File: config.mk
export PLATFORM = sky130hd
export DESIGN_NAME = mxv_cmd_frame_rx
export DESIGN_NICKNAME = d
export VERILOG_FILES = /design/src/rtl/mxv_cmd_frame_rx.sv
export SDC_FILE = /design/constraint.sdc
export NUM_CORES = 1
export LEC_CHECK = 0
export ABC_AREA = 1
export BUFFER_PORTS_ARGS = -buffer_cell sky130_fd_sc_hd__buf_2
export CAP_MARGIN = 0
export CORE_MARGIN = 2
export CORE_UTILIZATION = 30
export DETAILED_ROUTE_END_ITERATION = 8
export HOLD_SLACK_MARGIN = 0.15
export SLEW_MARGIN = 0
export SYNTH_ARGS = -nofsm -noshare
export SYNTH_HDL_FRONTEND = slang
export SYNTH_SLANG_ARGS = --single-unit
File: constraint.sdc
create_clock -name clk -period 4.6 [get_ports clk]
set_input_delay 0.92 -clock clk [delete_from_list [all_inputs] [get_ports clk]]
set_output_delay 0.92 -clock clk [all_outputs]
set_load 0.01 [all_outputs]
File: src/rtl/mxv_cmd_frame_rx.sv
// mxv_cmd_frame_rx: framed command receiver for the MxV engine.
// Frame layout: 0xFE | LEN | CMD | payload (LEN-1 bytes) | 0xEF, LEN counts CMD+payload.
// Handshake: rx_valid is a one-cycle strobe per received byte and is never back-pressured;
// push/start/enb_CMD2/err/fifo_clr are one-cycle registered pulses, busy is a level.
module mxv_cmd_frame_rx #(
    parameter int MAX_N       = 8,
    parameter int DEFAULT_N   = 4,
    parameter int TIMEOUT_CYC = 50000
) (
    input  logic       clk,
    input  logic       rst,
    input  logic [7:0] rx_data,
    input  logic       rx_valid,
    input  logic       fifo_full,
    input  logic       flag_SM_cmd_MxV,
    output logic       push,
    output logic [7:0] push_data,
    output logic       fifo_clr,
    output logic       start,
    output logic       enb_CMD2,
    output logic [3:0] n_size,
    output logic       busy,
    output logic       err,
    output logic [2:0] err_code
);

    localparam int            TW        = $clog2(TIMEOUT_CYC + 1);
    localparam logic [TW-1:0] IDLE_LAST = TW'(TIMEOUT_CYC - 1);
    localparam logic [7:0]    HDR_BYTE  = 8'hFE;
    localparam logic [7:0]    TAIL_BYTE = 8'hEF;

    typedef enum logic [2:0] {
        WAIT_HDR, GET_LEN, GET_CMD, PAYLOAD, GET_TAIL, EXEC
    } state_t;

    typedef enum logic [1:0] {
        CMD_SETN, CMD_RESEND, CMD_LOAD
    } cmd_t;

    state_t        state;
    cmd_t          cmd_q;
    logic [7:0]    len_q;
    logic [7:0]    pay_cnt;
    logic [7:0]    setn_val;
    logic          pushed;     // at least one operand byte of this frame reached the FIFO
    logic          rej_busy;   // command arrived while busy; parse it but reject at the tail
    logic [TW-1:0] idle_cnt;

    logic [8:0]    load_len;
    logic          in_frame;
    logic          timeout_hit;
    logic          setn_ok;
    logic          fail;
    logic [2:0]    fail_code;
    logic          fail_clr;

    // Frame-level helpers: expected LOAD length, idle timeout and SET_N range.
    always_comb begin
        load_len    = 9'd1 + {5'd0, n_size} * {5'd0, n_size} + {5'd0, n_size};
        in_frame    = state inside {GET_LEN, GET_CMD, PAYLOAD, GET_TAIL};
        timeout_hit = in_frame && !rx_valid && (idle_cnt == IDLE_LAST);
        setn_ok     = (setn_val >= 8'd2) && (setn_val <= 8'(MAX_N));
    end

    // Decide whether the current cycle rejects the frame, and with which code.
    always_comb begin
        fail      = 1'b0;
        fail_code = 3'd0;
        if (timeout_hit) begin
            fail      = 1'b1;
            fail_code = 3'd4;
        end else if (rx_valid) begin
            case (state)
                GET_LEN: begin
                    if (rx_data == 8'd0) begin
                        fail      = 1'b1;
                        fail_code = 3'd1;
                    end
                end
                GET_CMD: begin
                    case (rx_data)
                        8'h01: begin
                            fail      = (len_q != 8'd2);
                            fail_code = 3'd1;
                        end
                        8'h02: begin
                            fail      = (len_q != 8'd1);
                            fail_code = 3'd1;
                        end
                        8'h03: begin
                            fail      = ({1'b0, len_q} != load_len);
                            fail_code = 3'd1;
                        end
                        default: begin
                            fail      = 1'b1;
                            fail_code = 3'd2;
                        end
                    endcase
                end
                PAYLOAD: begin
                    if (cmd_q == CMD_LOAD && !rej_busy && fifo_full) begin
                        fail      = 1'b1;
                        fail_code = 3'd6;
                    end
                end
                GET_TAIL: begin
                    if (rx_data != TAIL_BYTE) begin
                        fail      = 1'b1;
                        fail_code = 3'd3;
                    end else if (rej_busy) begin
                        fail      = 1'b1;
                        fail_code = 3'd5;
                    end else if (cmd_q == CMD_SETN && !setn_ok) begin
                        fail      = 1'b1;
                        fail_code = 3'd7;
                    end
                end
                default: ;
            endcase
        end
        fail_clr = fail && pushed;
    end

    // Inter-byte idle counter; only meaningful while a frame is open.
    always_ff @(posedge clk) begin
        if (rst || rx_valid || !in_frame) idle_cnt <= '0;
        else                               idle_cnt <= idle_cnt + 1'b1;
    end

    // Frame FSM with all registered outputs.
    always_ff @(posedge clk) begin
        if (rst) begin
            state     <= WAIT_HDR;
            cmd_q     <= CMD_SETN;
            len_q     <= 8'd0;
            pay_cnt   <= 8'd0;
            setn_val  <= 8'd0;
            pushed    <= 1'b0;
            rej_busy  <= 1'b0;
            push      <= 1'b0;
            push_data <= 8'd0;
            fifo_clr  <= 1'b0;
            start     <= 1'b0;
            enb_CMD2  <= 1'b0;
            n_size    <= 4'(DEFAULT_N);
            busy      <= 1'b0;
            err       <= 1'b0;
            err_code  <= 3'd0;
        end else begin
            push     <= 1'b0;
            fifo_clr <= 1'b0;
            start    <= 1'b0;
            enb_CMD2 <= 1'b0;
            err      <= 1'b0;
            if (busy && flag_SM_cmd_MxV) busy <= 1'b0;

            if (fail) begin
                err      <= 1'b1;
                err_code <= fail_code;
                fifo_clr <= fail_clr;
                state    <= WAIT_HDR;
            end else begin
                case (state)
                    WAIT_HDR: begin
                        if (rx_valid && rx_data == HDR_BYTE) begin
                            pushed <= 1'b0;
                            state  <= GET_LEN;
                        end
                    end
                    GET_LEN: begin
                        if (rx_valid) begin
                            len_q <= rx_data;
                            state <= GET_CMD;
                        end
                    end
                    GET_CMD: begin
                        if (rx_valid) begin
                            case (rx_data)
                                8'h01:   cmd_q <= CMD_SETN;
                                8'h02:   cmd_q <= CMD_RESEND;
                                default: cmd_q <= CMD_LOAD;
                            endcase
                            rej_busy <= busy;
                            pay_cnt  <= len_q - 8'd1;
                            state    <= (len_q == 8'd1) ? GET_TAIL : PAYLOAD;
                        end
                    end
                    PAYLOAD: begin
                        if (rx_valid) begin
                            if (cmd_q == CMD_LOAD && !rej_busy) begin
                                push      <= 1'b1;
                                push_data <= rx_data;
                                pushed    <= 1'b1;
                            end
                            if (cmd_q == CMD_SETN) setn_val <= rx_data;
                            pay_cnt <= pay_cnt - 8'd1;
                            if (pay_cnt == 8'd1) state <= GET_TAIL;
                        end
                    end
                    GET_TAIL: begin
                        if (rx_valid) begin
                            state <= EXEC;
                            case (cmd_q)
                                CMD_LOAD: begin
                                    start <= 1'b1;
                                    busy  <= 1'b1;
                                end
                                CMD_RESEND: begin
                                    enb_CMD2 <= 1'b1;
                                    busy     <= 1'b1;
                                end
                                default: n_size <= setn_val[3:0];
                            endcase
                        end
                    end
                    EXEC:    state <= WAIT_HDR;
                    default: state <= WAIT_HDR;
                endcase
            end
        end
    end

endmodule

Word level (Yosys, flattened, before mapping)
Cells that the tools add are included.
- reduce and logical (&&, ||, !) cells: 35
- bitwise logic cells: 5
- equal/unequal tests: 24
- $lt $le $gt $ge: 2
- multiply operators: 1
- add/sub/neg operators: 5
- muxes and demuxes: 43
- operators by type and width (operator ; count):
    2-to-1 mux 3 bit ; 13
    == test 8 x 1 -> 1 bit (second input constant) ; 3
    2-to-1 mux 1 bit ; 20
    adder 16 x 1 -> 16 bit (second input constant) ; 1
    == test 16 bit (second input constant) ; 1
    == test 8 x 2 -> 1 bit (second input constant) ; 2
    2-to-1 mux 8 bit ; 2
    one-hot mux 8 bit (2 select lines) ; 1
    AND reduction 4 bit ; 4
    subtractor 8 x 1 -> 8 bit (second input constant) ; 2
    one-hot mux 3 bit (5 select lines) ; 1
    one-hot mux 3 bit (4 select lines) ; 1
    != test 2 bit (second input constant) ; 5
    adder 1 x 8 -> 9 bit (first input constant) ; 1
    adder 9 x 4 -> 9 bit ; 1
    logical AND 1 bit ; 9
    != test 8 x 9 -> 1 bit ; 1
    == test 8 bit (second input constant) ; 1
    >= comparator 8 x 2 -> 1 bit (second input constant) ; 1
    <= comparator 8 x 4 -> 1 bit (second input constant) ; 1
    logical NOT 8 bit ; 1
    multiplier 4 x 4 -> 8 bit ; 1
    != test 8 x 1 -> 1 bit (second input constant) ; 1
    != test 8 x 2 -> 1 bit (second input constant) ; 1
    25 further kinds ; 40
- flip-flop bits (word level): 68
- output and inout port bits: 21
- input bits: 13
- logic and storage cells: 132

Longest topological paths before layout
- word-level depth: 12
- gate-level depth with buffers: 25
- mapped depth without buffers: 25

Worst setup path after synthesis
Ideal clock, no wire load.
- kind: reg2reg
- start point: reg n_size[0]
- end point: reg push_data[5]
- data required time: 4.487 ns
- data arrival time: 3.011 ns
- buffers on the path: 2
- slack: 1.476 ns
- library setup time: 0.113 ns
- clock period less this slack: 3.124 ns
- stages on the path, launching flop included: 22
- path through: dfxtp_1 inv_1 ha_1 ha_1 or2_2 fa_1 a21oi_1 o21ai_0 o21ai_0 nand3_1 nor2_1 nand4_1 nand2_1 nand2_1 nand2_2 nand4_4 buf_6 nor2_8 buf_6 nand2_1 nand2_1 nor2_1
- longest elaborated chain between the ends: 10
- RTL lines (what ; RTL line ; RTL):
    start: declaration ; 21 ; output logic [3:0] n_size,
    start signal: assignment ; 145 ; n_size <= 4'(DEFAULT_N);
    start signal: assignment ; 212 ; default: n_size <= setn_val[3:0];
    multiplier 4 x 4 -> 8 bit ; 59 ; load_len = 9'd1 + {5'd0, n_size} * {5'd0, n_size} + {5'd0, n_size};
    adder 1 x 8 -> 9 bit ; 59 ;
    adder 9 x 4 -> 9 bit * ; 59 ;
    != test 8 x 9 -> 1 bit * ; 91 ; fail = ({1'b0, len_q} != load_len);
    one-hot mux 1 bit (3 select lines) * ; 81 ; case (rx_data)
    one-hot mux 1 bit (4 select lines) * ; 73 ; case (state)
    2-to-1 mux 1 bit * ; 72 ; end else if (rx_valid) begin
    2-to-1 mux 1 bit * ; 69 ; if (timeout_hit) begin
    NOT 1 bit (no line) * ; -- ;
    AND reduction 4 bit (no line) * ; -- ;
    end signal: assignment ; 192 ; push_data <= rx_data;
    end: declaration ; 17 ; output logic [7:0] push_data,
Every way passes the cells marked *; elsewhere a longest branch is shown, timed or not.
A chain may end at the register's enable or synchronous reset.

Worst setup path after layout
- start point: reg n_size[0]
- end point: reg setn_val[2]
- longest elaborated chain between the ends: 10
- RTL lines (what ; RTL line ; RTL):
    multiplier 4 x 4 -> 8 bit ; 59 ;
    adder 1 x 8 -> 9 bit ; 59 ;
    adder 9 x 4 -> 9 bit * ; 59 ;
    != test 8 x 9 -> 1 bit * ; 91 ;
    one-hot mux 1 bit (3 select lines) * ; 81 ;
    one-hot mux 1 bit (4 select lines) * ; 73 ;
    2-to-1 mux 1 bit * ; 72 ;
    2-to-1 mux 1 bit * ; 69 ;
    NOT 1 bit (no line) * ; -- ;
    AND reduction 4 bit (no line) * ; -- ;
    end signal: assignment ; 195 ; if (cmd_q == CMD_SETN) setn_val <= rx_data;
    end: declaration ; 44 ; logic [7:0] setn_val;
Marks and branches as above.

==> metrics.cfg <==
[run_status]
status=finished, final reports clean

[detailed_routing]
routed_via_density=4.51
vias=3785
ant_nets=0
dr.pass1.iters=4
drc_errors=0
wl_per_cell_um=11.9
drt_iter0_markers=248
drt-total-wl_mm=10.0

[die]
die_w_um=119
ios=34
die_height_um=119
row_count=42
core_area_sq_um=13100
floorplan.initialDensity_pct=30.4
die-area_sq_um=14300

[synthesis]
ys.flop_type=dfxtp_1
synth-edff-count=0
synthCells=624
yosys.area_share.simple_pct=41.1
synth-seq-area-share_pct=34.0
synth_fa_ha_area_share_pct=6.76
synth_cell_type_count=44
synth_top_family_by_area=simple AND/OR/NAND/NOR gates
async_flop_share_pct=0
synthMuxAreaShare_pct=0.250
synth-compound-area-share_pct=7.20
syn_nets=658
synth.avg_cell_area_sq_um=6.41
yosys_register_bits=68
synth_area_sq_um=4000
yosys_warnings=0
synth_xor_area_share_pct=1.75

[global_route]
grt_pass1_vias=3648
grt_use_total_pct=15.5
grt_max_degree=44
antenna_found_initial=0
grt_first_pass_wirelength_mm=17.6
grt_overflow=0

[job]
max_cap_viol_count=0

[worst_setup_path]
worstPathArrival_ns=3.87
crit_fanout=16
end_kind=register
slowest_delay_ns=0.56
crit_slowest_cell=nor2_2
crit_start=n_size[0]
cp.required_ns=4.83
crit_type=reg -> reg
reg2reg_from=n_size[0]
cp_cell_sequence=inv_1 -> ha_1 -> ha_1 -> or2_2 -> fa_1 -> a21oi_1 -> o21ai_0 -> o21ai_0 -> nand3_1 -> nor2_1 -> nand4_1 -> nand2_1 -> nand2_1 -> nand2_2 -> nand4_4 -> nor2_2 -> nand2_1 -> nand2_1 -> nor2_1
critPathMostFrequentCell=nand2_1
worstSetupStartpointType=register

[timing]
max_freq_ghz=0.275
fin_skew_ns=0.00647
rsz0062_at_grt=false
setup_viol_count_final=0
hold_violations=0
timing.final.crit_share_pct=79.0
worst_pin_slew_ns=0.576
fin_crit_ns=3.63
relSlewSlack_pct=61.5
fin_setup_tns_ns=0
maxSlewViolCount=0

[placement]
portBuffers=33
place.gp.congestion=0.894
dp_hpwl_mm=7.65

[final_layout]
final_cell_mix=nand2_1, nor2_1, inv_1
multiInputGateArea_sq_um=2280
regArea_sq_um=1360
final_common_cell=nand2_1
fillerInstances=1463
drive_gt1_share_pct=11.0
final_util_pct=35.2
nets=692
diodes=0
area_delta_synth_final_pct=15.7

[clock_tree]
postCtsHoldBufs=0
ctsResizeCount=0
cts_root_buf=clkbuf_16
htree_levels=3
cts.sinks=68
cts_setup_buffers=0
cts_buffer_depth=2
clk_latency_ns=0.34
clk_pin_slew_ns=0.06
cts_made_buffers=9
cts_tree=done

[worst_hold_path]
hp-start=pushed
hold_class=reg -> reg

[power]
power.density_nw_per_um2=442
ir_drop_mv=0.178
leakagePower_nw=2.13

through the flow:
step                      cell area (sq um)  hold slack (ns)  power (mW)  setup WS [ns]  instances
final                                  4630            0.440        2.04          0.966        839
after floorplan                        4000            0.416        1.21           1.48        624
after CTS                              4630            0.445        2.06          0.960        839
after detailed placement               4330            0.438        1.36          0.984        823
after global routing                   4630            0.469        2.22          0.483        839
after global placement                 4330            0.434        1.36           1.04        823
cell usage after synthesis (3+ instances only):
cell	n	share of area, %
nand2_1	170	16
nor2_1	140	13
inv_1	69	6.5
dfxtp_1	68	34
nand3_1	31	3.9
o21ai_0	21	2.6
ha_1	20	6.3
nor3_1	17	2.1
a21oi_1	13	1.6
clkbuf_1	7	0.66
inv_2	6	0.56
nand4_1	6	0.94
xor2_1	6	1.3
nand3b_1	3	0.56
nor2_2	3	0.47
nor2_4	3	0.84
o21bai_1	3	0.56
or2_2	3	0.47
worst max-delay path, delay by kind of cell, from the launching register on:
family                     cells  cell delay [ns]
AOI/OAI and AO/OA              3             0.38
adders and majority gates      3             0.86
buffers and inverters          1             0.08
DFF                            1             0.38
and+or+nand+nor               12             1.85
routing by layer:
metal / vias to the layer above / wire length (um) / GRT usage, %
met5: - / 0 / 0
met4: 0 / 224 / 6.76
met3: 14 / 622 / 4.31
met2: 80 / 4400 / 23.8
met1: 1681 / 4770 / 20.3
li1: 2010 / - / -
logic make-up after synthesis:
| family | Yosys count |
|---|---|
| adder cells (fa/ha/maj) | 21 |
| buffers and inverters | 89 |
| XOR/XNOR | 8 |
| AND/OR/NAND/NOR | 387 |
| flip-flops | 68 |
| multiplexers | 1 |
| AO/OA/AOI/OAI | 50 |
worst paths after layout:
path                  to  slack, ns  cells past startpoint
max          setn_val[2]       0.97                     19
min             fifo_clr       0.44                      2
max reg2reg  setn_val[2]       0.97                     19
min reg2reg     fifo_clr       0.44                      2
layout make-up:
type / instances / area share (%)
multi-input cells: 467 / 49.3
flip-flops and latches: 68 / 29.4
inverters: 77 / 6.25
clock buffers: 10 / 4.95
well taps: 176 / 4.76
repair buffers: 35 / 3.90
clock inverters: 6 / 1.38
state kept, by name, summed over array words and instances (netlist names), 2 cells and up:
register and cells:
len_q 8, n_size 4, push_data 8, state 3, pay_cnt 8, cmd_q 2, idle_cnt 16, setn_val 8
err_code 3
report_power, final:
part           leakage [nW]  total [mW]  internal [mW]  switching [mW]
sequential            0.550       0.719          0.649          0.0699
clock                 0.139       0.690          0.419           0.271
combinational          1.45       0.634          0.233           0.401
Power figures use the tool's default switching activity.
